$ cat config.mk
export PLATFORM = sky130hd
export DESIGN_NAME = cpu_sequencer
export DESIGN_NICKNAME = d
export VERILOG_FILES = /design/src/rtl/cpu_sequencer.sv
export SDC_FILE = /design/constraint.sdc
export NUM_CORES = 1
export LEC_CHECK = 0
export BUFFER_PORTS_ARGS = -buffer_cell sky130_fd_sc_hd__buf_2
export CORE_MARGIN = 1
export CORE_UTILIZATION = 37
export CTS_BUF_LIST = sky130_fd_sc_hd__clkbuf_16
export CTS_CLUSTER_SIZE = 20
export DETAILED_ROUTE_END_ITERATION = 16
export SLEW_MARGIN = 10
export SYNTH_ARGS = -nofsm -noshare
export SYNTH_HDL_FRONTEND = slang
export SYNTH_SLANG_ARGS = --single-unit
$ cat constraint.sdc
create_clock -name clk -period 2.25 [get_ports clk]
set_input_delay 0.45 -clock clk [delete_from_list [all_inputs] [get_ports clk]]
set_output_delay 0.45 -clock clk [all_outputs]
set_load 0.01 [all_outputs]
$ cat src/rtl/cpu_sequencer.sv
// Eight-phase instruction sequencer for the accumulator CPU.
// Optional single-step gating: define CPU_SEQ_STEP_EN to add the step input.
module cpu_sequencer #(
    parameter int CNT_WIDTH = 16
) (
    input  logic                 clk,
    input  logic                 rst,
`ifdef CPU_SEQ_STEP_EN
    input  logic                 step,
`endif
    input  logic [2:0]           opcode,
    input  logic                 zero,
    output logic                 sel,
    output logic                 rd,
    output logic                 ld_ir,
    output logic                 inc_pc,
    output logic                 ld_pc,
    output logic                 ld_ac,
    output logic                 wr,
    output logic                 data_e,
    output logic                 halt,
    output logic [2:0]           phase,
    output logic [CNT_WIDTH-1:0] instr_count
);

    localparam logic [2:0] OP_HLT = 3'd0;
    localparam logic [2:0] OP_SKZ = 3'd1;
    localparam logic [2:0] OP_ADD = 3'd2;
    localparam logic [2:0] OP_AND = 3'd3;
    localparam logic [2:0] OP_XOR = 3'd4;
    localparam logic [2:0] OP_LDA = 3'd5;
    localparam logic [2:0] OP_STO = 3'd6;
    localparam logic [2:0] OP_JMP = 3'd7;

    typedef enum logic [2:0] {
        INST_ADDR  = 3'd0,
        INST_FETCH = 3'd1,
        INST_LOAD  = 3'd2,
        IDLE       = 3'd3,
        OP_ADDR    = 3'd4,
        OP_FETCH   = 3'd5,
        ALU_OP     = 3'd6,
        STORE      = 3'd7
    } phase_t;

    phase_t state;
    logic   halted;
    logic   go;
    logic   aluop;

`ifdef CPU_SEQ_STEP_EN
    assign go = step;
`else
    assign go = 1'b1;
`endif

    assign aluop = (opcode == OP_ADD) || (opcode == OP_AND) ||
                   (opcode == OP_XOR) || (opcode == OP_LDA);

    // Halted parks the ring at OP_ADDR, so phase naturally reads 4.
    assign phase = state;

    always_ff @(posedge clk) begin
        if (rst) begin
            state       <= INST_ADDR;
            halted      <= 1'b0;
            instr_count <= '0;
        end else if (!halted) begin
            unique case (state)
                INST_ADDR:  if (go) state <= INST_FETCH;
                INST_FETCH: state <= INST_LOAD;
                INST_LOAD:  state <= IDLE;
                IDLE:       state <= OP_ADDR;
                OP_ADDR: begin
                    if (opcode == OP_HLT) begin
                        halted      <= 1'b1;
                        instr_count <= instr_count + CNT_WIDTH'(1);
                    end else begin
                        state <= OP_FETCH;
                    end
                end
                OP_FETCH:   state <= ALU_OP;
                ALU_OP:     state <= STORE;
                STORE: begin
                    state       <= INST_ADDR;
                    instr_count <= instr_count + CNT_WIDTH'(1);
                end
            endcase
        end
    end

    always_comb begin
        sel    = 1'b0;
        rd     = 1'b0;
        ld_ir  = 1'b0;
        inc_pc = 1'b0;
        ld_pc  = 1'b0;
        ld_ac  = 1'b0;
        wr     = 1'b0;
        data_e = 1'b0;
        halt   = 1'b0;
        if (halted) begin
            halt = 1'b1;
        end else begin
            unique case (state)
                INST_ADDR: sel = 1'b1;
                INST_FETCH: begin
                    sel = 1'b1;
                    rd  = 1'b1;
                end
                INST_LOAD, IDLE: begin
                    sel   = 1'b1;
                    rd    = 1'b1;
                    ld_ir = 1'b1;
                end
                OP_ADDR: begin
                    inc_pc = 1'b1;
                    halt   = (opcode == OP_HLT);
                end
                OP_FETCH: rd = aluop;
                ALU_OP: begin
                    rd     = aluop;
                    inc_pc = (opcode == OP_SKZ) && zero;
                    ld_pc  = (opcode == OP_JMP);
                    data_e = (opcode == OP_STO);
                end
                STORE: begin
                    rd     = aluop;
                    ld_ac  = aluop;
                    ld_pc  = (opcode == OP_JMP);
                    wr     = (opcode == OP_STO);
                    data_e = (opcode == OP_STO);
                end
            endcase
        end
    end

endmodule

==> results of run 1 <==
[worst reg2reg max path: cells and delay by family (launching register included)]
kind                       cells  cell delay (ns)
adders and majority gates      1             0.28
and+or+nand+nor                2             0.87
DFF                            1             0.34
buffers and inverters          1             0.14
AOI/OAI and AO/OA              2             0.40
[cells in the final DEF, fill, tap and decap left out, drive strengths merged, types with 4 or more instances in the layout]
cell and instances:
xor2 5, o211ai 4, nand3 6, nor3 5, buf 36, nor2 12, a21oi 12, inv 6
o21ai 8, or4 4, o31ai 4, dfxtp 20, ha 6, or3 6, nand2 4
[state kept, by name, summed over array words and instances, names as in the netlist]
signal / count
halted: 1
phase: 3
instr_count: 16
[cell type report]
class / count / area share
clock buffers: 3 / 0.05286
repair buffers: 36 / 0.1322
flip-flops and latches: 20 / 0.2819
multi-input cells: 99 / 0.4687
clock inverters: 1 / 0.02115
inverters: 6 / 0.01586
well taps: 31 / 0.02731
[stage by stage]
step	instance area, sq um	util
global placement	1309	0.4705
CTS	1414	0.5083
floorplan	1102	-
detailed placement	1309	0.4705
global route	1420	0.5106
finish	1420	0.5106
[logic make-up (layout without fill, tap and decap cells)]
family / Yosys count / in the layout / share of synthesized area
flops: 20 / 20 / 0.3632
fa+ha+maj: 6 / 6 / 0.06810
xor+xnor: 5 / 5 / 0.03973
compound gates: 34 / 34 / 0.1918
buf+inv: 11 / 46 / 0.03858
mux: 3 / 3 / 0.02838
simple gates: 51 / 51 / 0.2702
[power breakdown]
part / total (W) / internal [W] / switching [W] / leakage (nW)
Combinational: 0.000284 / 0.000120 / 0.000164 / 0.417
Sequential: 0.000398 / 0.000372 / 0.0000262 / 0.162
Clock: 0.000494 / 0.000353 / 0.000140 / 0.0511
[what timing repair did]
item                       4_1_cts  5_1_grt
gates resized for setup          0        1
setup endpoints to repair        0        4
hold endpoints to repair         0        0
[path summary, 6_finish.rpt]
| path | start | to | slack (ns) | cells past startpoint |
|---|---|---|---|---|
| worst max-delay path | phase[0]$_SDFFE_PP0P_ | halt | 0.15 | 5 |
| worst min-delay path | instr_count[15]$_SDFFE_PP0P_ | instr_count[15]$_SDFFE_PP0P_ | 0.48 | 2 |
| worst max register to register | phase[0]$_SDFFE_PP0P_ | instr_count[15]$_SDFFE_PP0P_ | 0.15 | 6 |
| worst min register to register | instr_count[15]$_SDFFE_PP0P_ | instr_count[15]$_SDFFE_PP0P_ | 0.48 | 2 |
[per-layer routing]
| layer | vias up | track usage | routed length (um) |
|---|---|---|---|
| li1 | 548 | - | - |
| met1 | 513 | 0.2071 | 1199 |
| met2 | 38 | 0.3025 | 1251 |
| met3 | 6 | 0.05300 | 146 |
| met4 | 0 | 0.08711 | 45 |
| met5 | - | 0 | 0 |
==> summary by stage, run 1 <==
Power and ir drop
The power density over the cells is 827.8 nW/um^2. The leakage power total is 0.6299 nW. IR analysis of the VDD net gives a maximum drop of 0.6374 mV. Power comes to 0.001176 W.

Final layout
The number of filler instances in the final layout is 287. The final standard cell count with taps included and fillers excluded is 196. In the final layout, the multi-input gates occupy 665.6 sq um.

The relative area change from synthesis to final layout is 28.83%. The repair_antennas step left the layout with diodes totalling 0. Across the whole layout, storage elements account for 400.4 sq um. In the final layout, the share of cells above drive strength 1 is 0.2606. The final-stage net count is 178.

Synthesis
For this run, the leading register cell type out of synthesis is sky130_fd_sc_hd__dfxtp_1. The total of warnings raised by yosys is 0. The fraction of synthesis flops using an asynchronous set or reset pin is 0.

The most frequent cell after synthesis is sky130_fd_sc_hd__dfxtp_1. Of all cell types, the one taking the most synthesized area is sky130_fd_sc_hd__dfxtp_1. After synthesis, the most frequently instantiated cells are 20 x sky130_fd_sc_hd__dfxtp_1, 12 x sky130_fd_sc_hd__a21oi_1, 12 x sky130_fd_sc_hd__nor2_1. Sorting the synthesized cells by area gives the leading types as sky130_fd_sc_hd__dfxtp_1 36%, sky130_fd_sc_hd__ha_1 6.8%, sky130_fd_sc_hd__a21oi_1 5.4%. The synthesized netlist occupies a cell area of 1102 sq um. The average instance in the mapped netlist occupies 8.479 sq um. Synthesis produced a netlist with a net count of 142. The register area share after synthesis is 0.3632. After synthesis the netlist holds a flip-flop and latch count of 20. Synthesis produced a netlist whose cell count is 130. The fraction of post-synthesis cell area in the top cell type by area is 0.3632. Counting distinct cell types in the post-synthesis netlist gives 32. Yosys mapped a number of flops with a built-in enable equal to 0.

Timing
The smallest clock period supported by the final layout is computed as 2.099 ns. Setup violations remaining at the end of the flow were counted as 0. Setup repair after global routing left no endpoint under its margin. Across all hold checks on the routed design, the worst slack comes to 0.4784 ns. On the final layout, the worst clock skew is 0.002641 ns. Derived from the worst setup path, the maximum achievable clock frequency is 476.5 MHz. The number of hold violations in the final report was 0. The number of max-slew violations in the final report is 0.

The smallest setup slack after layout is 0.1515 ns. The final cycle utilization of the critical path is 0.9327. In this run the tightest slew margin relative to its limit is 0.6993. The pin slew with the least headroom to its limit is 0.4498 ns. The setup TNS is 0 ns.

Routing
Using the TritonRoute via totals, the vias-per-cell ratio works out to 5.638. For this run, design rule violations remaining after detail routing come to 0. In the final routed layout, each cell accounts on average for 13.48 um. In this run, the number of DRC markers left after iteration 0 of detailed routing was 47. The number of iterations in the first detailed-routing pass is 4. The total via count in the routed design is 1105.

The total detailed-routing wirelength is 2643 um. In this run the remaining antenna-violating nets after routing total 0.

Global route
The global-route usage over all layers is 0.1801. The first global-routing pass estimated 4512 um of wire. The initial antenna violation count was 0. The via count of the first global-routing pass is 1064. Entering global routing, the biggest net connects 22 pins.

The residual overflow from global routing is 0.

Setup path
The cell type of the slowest stage on the worst timing path is sky130_fd_sc_hd__dfxtp_1. The delay of the slowest cell on the worst path is 0.38 ns. The cell family contributing the most delay on the critical path is flip-flops.

The startpoint-to-endpoint class of the critical path is reg2out. The maximum net fanout on the critical path is 6. In this design, the critical path's most frequently occurring cell is sky130_fd_sc_hd__inv_1. The critical path data arrival time is 1.65 ns. The required arrival time at the worst endpoint is 1.80 ns. Walking the worst path, the cells encountered are inv_1 > ha_1 > a31oi_1 > inv_1 > buf_2. STA classifies the critical path startpoint as a flop. The type of element capturing the critical path is a primary output. The total buffers and inverters traversed by the critical path is 3.

Clocking
The H-tree depth reported by CTS is 1. The clock-pin slew on the worst setup and hold paths is 0.06 ns. In this run the deepest clock path goes through 2 buffers.

TritonCTS built the clock tree. The number of clock buffers added by TritonCTS is 3. The number of hold buffers added after CTS was 0.

The latest clock arrival within the worst-skew pair is 0.26 ns. After clock tree synthesis, the setup repair step added 0 buffers. Counting every sink on the clock net gives 20. The root buffer cell is sky130_fd_sc_hd__clkbuf_16.

Place
Detailed placement finished with a half-perimeter wire length of 1950 um. The congestion estimate from routability-driven global placement came to 0.6883. At the placement stage, the worst setup path has a slack of 0.1563 ns. After detailed placement, the design holds a cell count of 192. The count of input and output buffers is 33.

Floorplan
The boundary pin count is 34. The effective utilization at floorplan is 0.3963. The core region is 2781 sq um. The floorplan die width is 56.58 um. The die covers 3201 sq um.

The floorplan has 19 rows. The y dimension of the die is 56.58 um.

Outcome
The run finished with clean final reports.

Worst hold path
The min-delay analysis places its worst path in the category reg2reg.

Run
Across the run, the number of max-cap violations was 0.
Power figures use the tool's default switching activity.
==> run 2: changes to the inputs <==
==> constraint.sdc (replaced) <==
create_clock -name clk -period 2.25 [get_ports clk]
set_input_delay 0.1125 -clock clk [delete_from_list [all_inputs] [get_ports clk]]
set_output_delay 0.1125 -clock clk [all_outputs]
set_load 0.01 [all_outputs]
==> run 2 against run 1 <==
  * First-iteration DRC count is 19% lower
  * Total power shrank 11%
  * Maximum frequency is 1.6% higher
  * Count of clock-buffer cells in the layout unchanged
==> summary by stage, run 2 (synthesis results as in run 1) <==
Power and ir drop
The power density over the cells is 751.5 nW/um^2 (-9.2%). The worst vdd rail ir drop is 0.4106 mV (-36%). The leakage power total is 0.6030 nW (-4.3%). The overall power of the completed layout is 0.001048 W (-11%).

Floorplan
The effective utilization at floorplan is 0.3963 (unchanged). The y dimension of the die was 56.58 um (unchanged). The floorplan die width came to 56.58 um (unchanged).

The core outline area was 2781 sq um (unchanged). The number of placement rows was 19 (unchanged). The boundary pin count is 34 (unchanged). The area of the die is 3201 sq um (unchanged).

Global route
The via count of the first global-routing pass was 1045 (-1.8%). The global-route wire length before repair is 4519 um (+0.16%). The global-route usage over all layers is 0.1757 (-0.004333). The initial antenna violation count is 0 (unchanged).

The residual overflow from global routing is 0 (unchanged). The pin count of the biggest net entering global routing came to 22 (unchanged).

Routing
The iteration-0 DRC count of the detailed router is 38 (-19%). The total via count in the routed design is 1100 (-0.45%). The via count normalized by instance count is 5.641 (about the same). The count of unresolved DRC violations after routing is 0 (unchanged). The routed wirelength normalized by instance count was 13.51 um (+0.17%). The total detailed-routing wirelength is 2634 um (-0.34%). The number of iterations in the first detailed-routing pass was 4 (unchanged).

The number of nets still failing antenna checks after routing is 0 (unchanged).

Run
The max capacitance violation total came to 0 (unchanged).

Timing
The number of max-slew violations in the final report was 0 (unchanged). The post-layout minimum cycle time is 2.065 ns (-0.03347 ns). The smallest setup slack after layout is 0.1850 ns (+0.03347 ns). The pin slew with the least headroom to its limit is 0.3855 ns (-0.06427 ns).

The count of endpoints failing setup in the final report came to 0 (unchanged). The worst slew slack as a fraction of its limit is 0.7403 (+0.04102). The final setup skew is 0.007897 ns (+0.005257 ns). Setup repair after global routing could not meet its margin everywhere. The final cycle utilization of the critical path is 0.9178 (-0.01487). The maximum clock frequency is 484.3 MHz (+1.6%).

The number of hold violations in the final report is 0 (unchanged).

Clocking
TritonCTS built the clock tree. The buffers inserted during post-CTS setup optimization is 0 (unchanged). The number of buffers inserted during clock tree synthesis is 3 (unchanged).

The CTS sink count is 20 (unchanged). The clock-pin slew on the worst setup and hold paths was 0.06 ns (about the same). The H-tree depth reported by CTS is 1 (unchanged). The root buffer cell is sky130_fd_sc_hd__clkbuf_16. The number of hold buffers added after cts was 0 (unchanged).

The maximum clock insertion buffer count is 2 (unchanged). The latest clock arrival within the worst-skew pair came to 0.25 ns (about the same).

Place
The total cell area at the placement stage is 1301 sq um (-0.57%). The final estimated routing congestion in global placement is 0.6878 (about the same). The count of input and output buffers was 33 (unchanged). The worst setup slack before clock tree synthesis is 0.1204 ns (-0.03586 ns). The half-perimeter wire length after detailed placement was 1943 um (-0.36%).

Final layout
The layout cell share with drive strength beyond 1 is 0.2500 (-0.01061). In the layout the commonest cells are 33 x sky130_fd_sc_hd__buf_2, 20 x sky130_fd_sc_hd__dfxtp_1, 12 x sky130_fd_sc_hd__nor2_1, 12 x sky130_fd_sc_hd__a21oi_1, 8 x sky130_fd_sc_hd__o21ai_0. The flip-flop count of the largest register after layout came to 16 (unchanged). The relative area change from synthesis to final layout is 26.56%.

The library cell used most frequently in the layout, excluding fill and tap cells, is sky130_fd_sc_hd__buf_2. The final antenna diode count is 0 (unchanged). The final standard cell area without fillers came to 1395 sq um (-1.8%). Counting flops per register, the top entry is instr_count. The final-stage net count is 177 (-0.56%).

Setup path
The worst setup path is launched from a flop. The slowest stage of the critical path belongs to the cell sky130_fd_sc_hd__or4_1. The delay of the slowest cell on the worst path is 0.53 ns (+0.15 ns). The maximum net fanout on the critical path is 11 (+5). The type of element capturing the critical path is a flop. The critical path data arrival time came to 2.25 ns (+0.60 ns). The required arrival time at the worst endpoint is 2.44 ns (+0.64 ns).

The total buffers and inverters traversed by the critical path came to 1 (-2). The kind of cell adding the most delay to the critical path is simple AND/OR/NAND/NOR gates. The startpoint-to-endpoint class of the critical path is reg2reg. Walking the worst path, the cells encountered are inv_1 > ha_1 > nor4b_4 > o211ai_4 > or4_1 > a21oi_1.

Outcome
The run finished with clean final reports.

Worst hold path
The class of the tightest hold or removal check is in2reg.
[run 2: what timing repair did]
item | CTS | global route
endpoints found under the hold margin | 0 | 0
gates resized for setup | 0 | 2
setup endpoints to repair | 0 | 6
[run 2: worst paths after layout]
check / depth (start not counted) / startpoint / slack, ns / endpoint
worst max-delay path: 6 / phase[0]$_SDFFE_PP0P_ / 0.18 / instr_count[15]$_SDFFE_PP0P_
worst min-delay path: 2 / rst / 0.25 / halted$_SDFF_PP0_
worst max register to register: 6 / phase[0]$_SDFFE_PP0P_ / 0.18 / instr_count[15]$_SDFFE_PP0P_
worst min register to register: 2 / instr_count[15]$_SDFFE_PP0P_ / 0.48 / instr_count[15]$_SDFFE_PP0P_
[run 2: routing by layer]
layer | vias to the layer above | track usage | wire length [um]
met4 | 0 | 0.06272 | 25
met1 | 515 | 0.2213 | 1233
li1 | 550 | - | -
met2 | 31 | 0.2941 | 1230
met3 | 4 | 0.03687 | 144
met5 | - | 0 | 0
[run 2: area by class of cell]
type | instances | area (sq um)
Multi-Input combinational cell | 99 | 674.4
Fill cell | 271 | 1386
Clock buffer | 3 | 75.07
Inverter | 6 | 22.52
Sequential cell | 20 | 400.4
Clock inverter | 1 | 3.754
Timing Repair Buffer | 35 | 180.2
Tap cell | 31 | 38.79
[run 2: per-stage QoR]
stage,TNS [ns],util,hold slack (ns),instances
after floorplan,0,-,0.2753,130
after global placement,0,0.4678,0.4622,191
after detailed placement,0,0.4678,0.4720,191
after CTS,0,0.4962,0.2605,195
after global routing,-0.03895,0.5016,0.2721,195
final,0,0.5016,0.2527,195
[run 2: worst register-to-register path, cell delays in order (launching register included)]
cell	delay (ns)
sky130_fd_sc_hd__dfxtp_1	0.34
sky130_fd_sc_hd__inv_1	0.14
sky130_fd_sc_hd__ha_1	0.29
sky130_fd_sc_hd__nor4b_4	0.37
sky130_fd_sc_hd__o211ai_4	0.19
sky130_fd_sc_hd__or4_1	0.53
sky130_fd_sc_hd__a21oi_1	0.14
[run 2: where the power goes]
part	internal (W)	switching, W
clock	0.000237	0.000130
combinational	0.000116	0.000167
sequential	0.000372	0.0000265
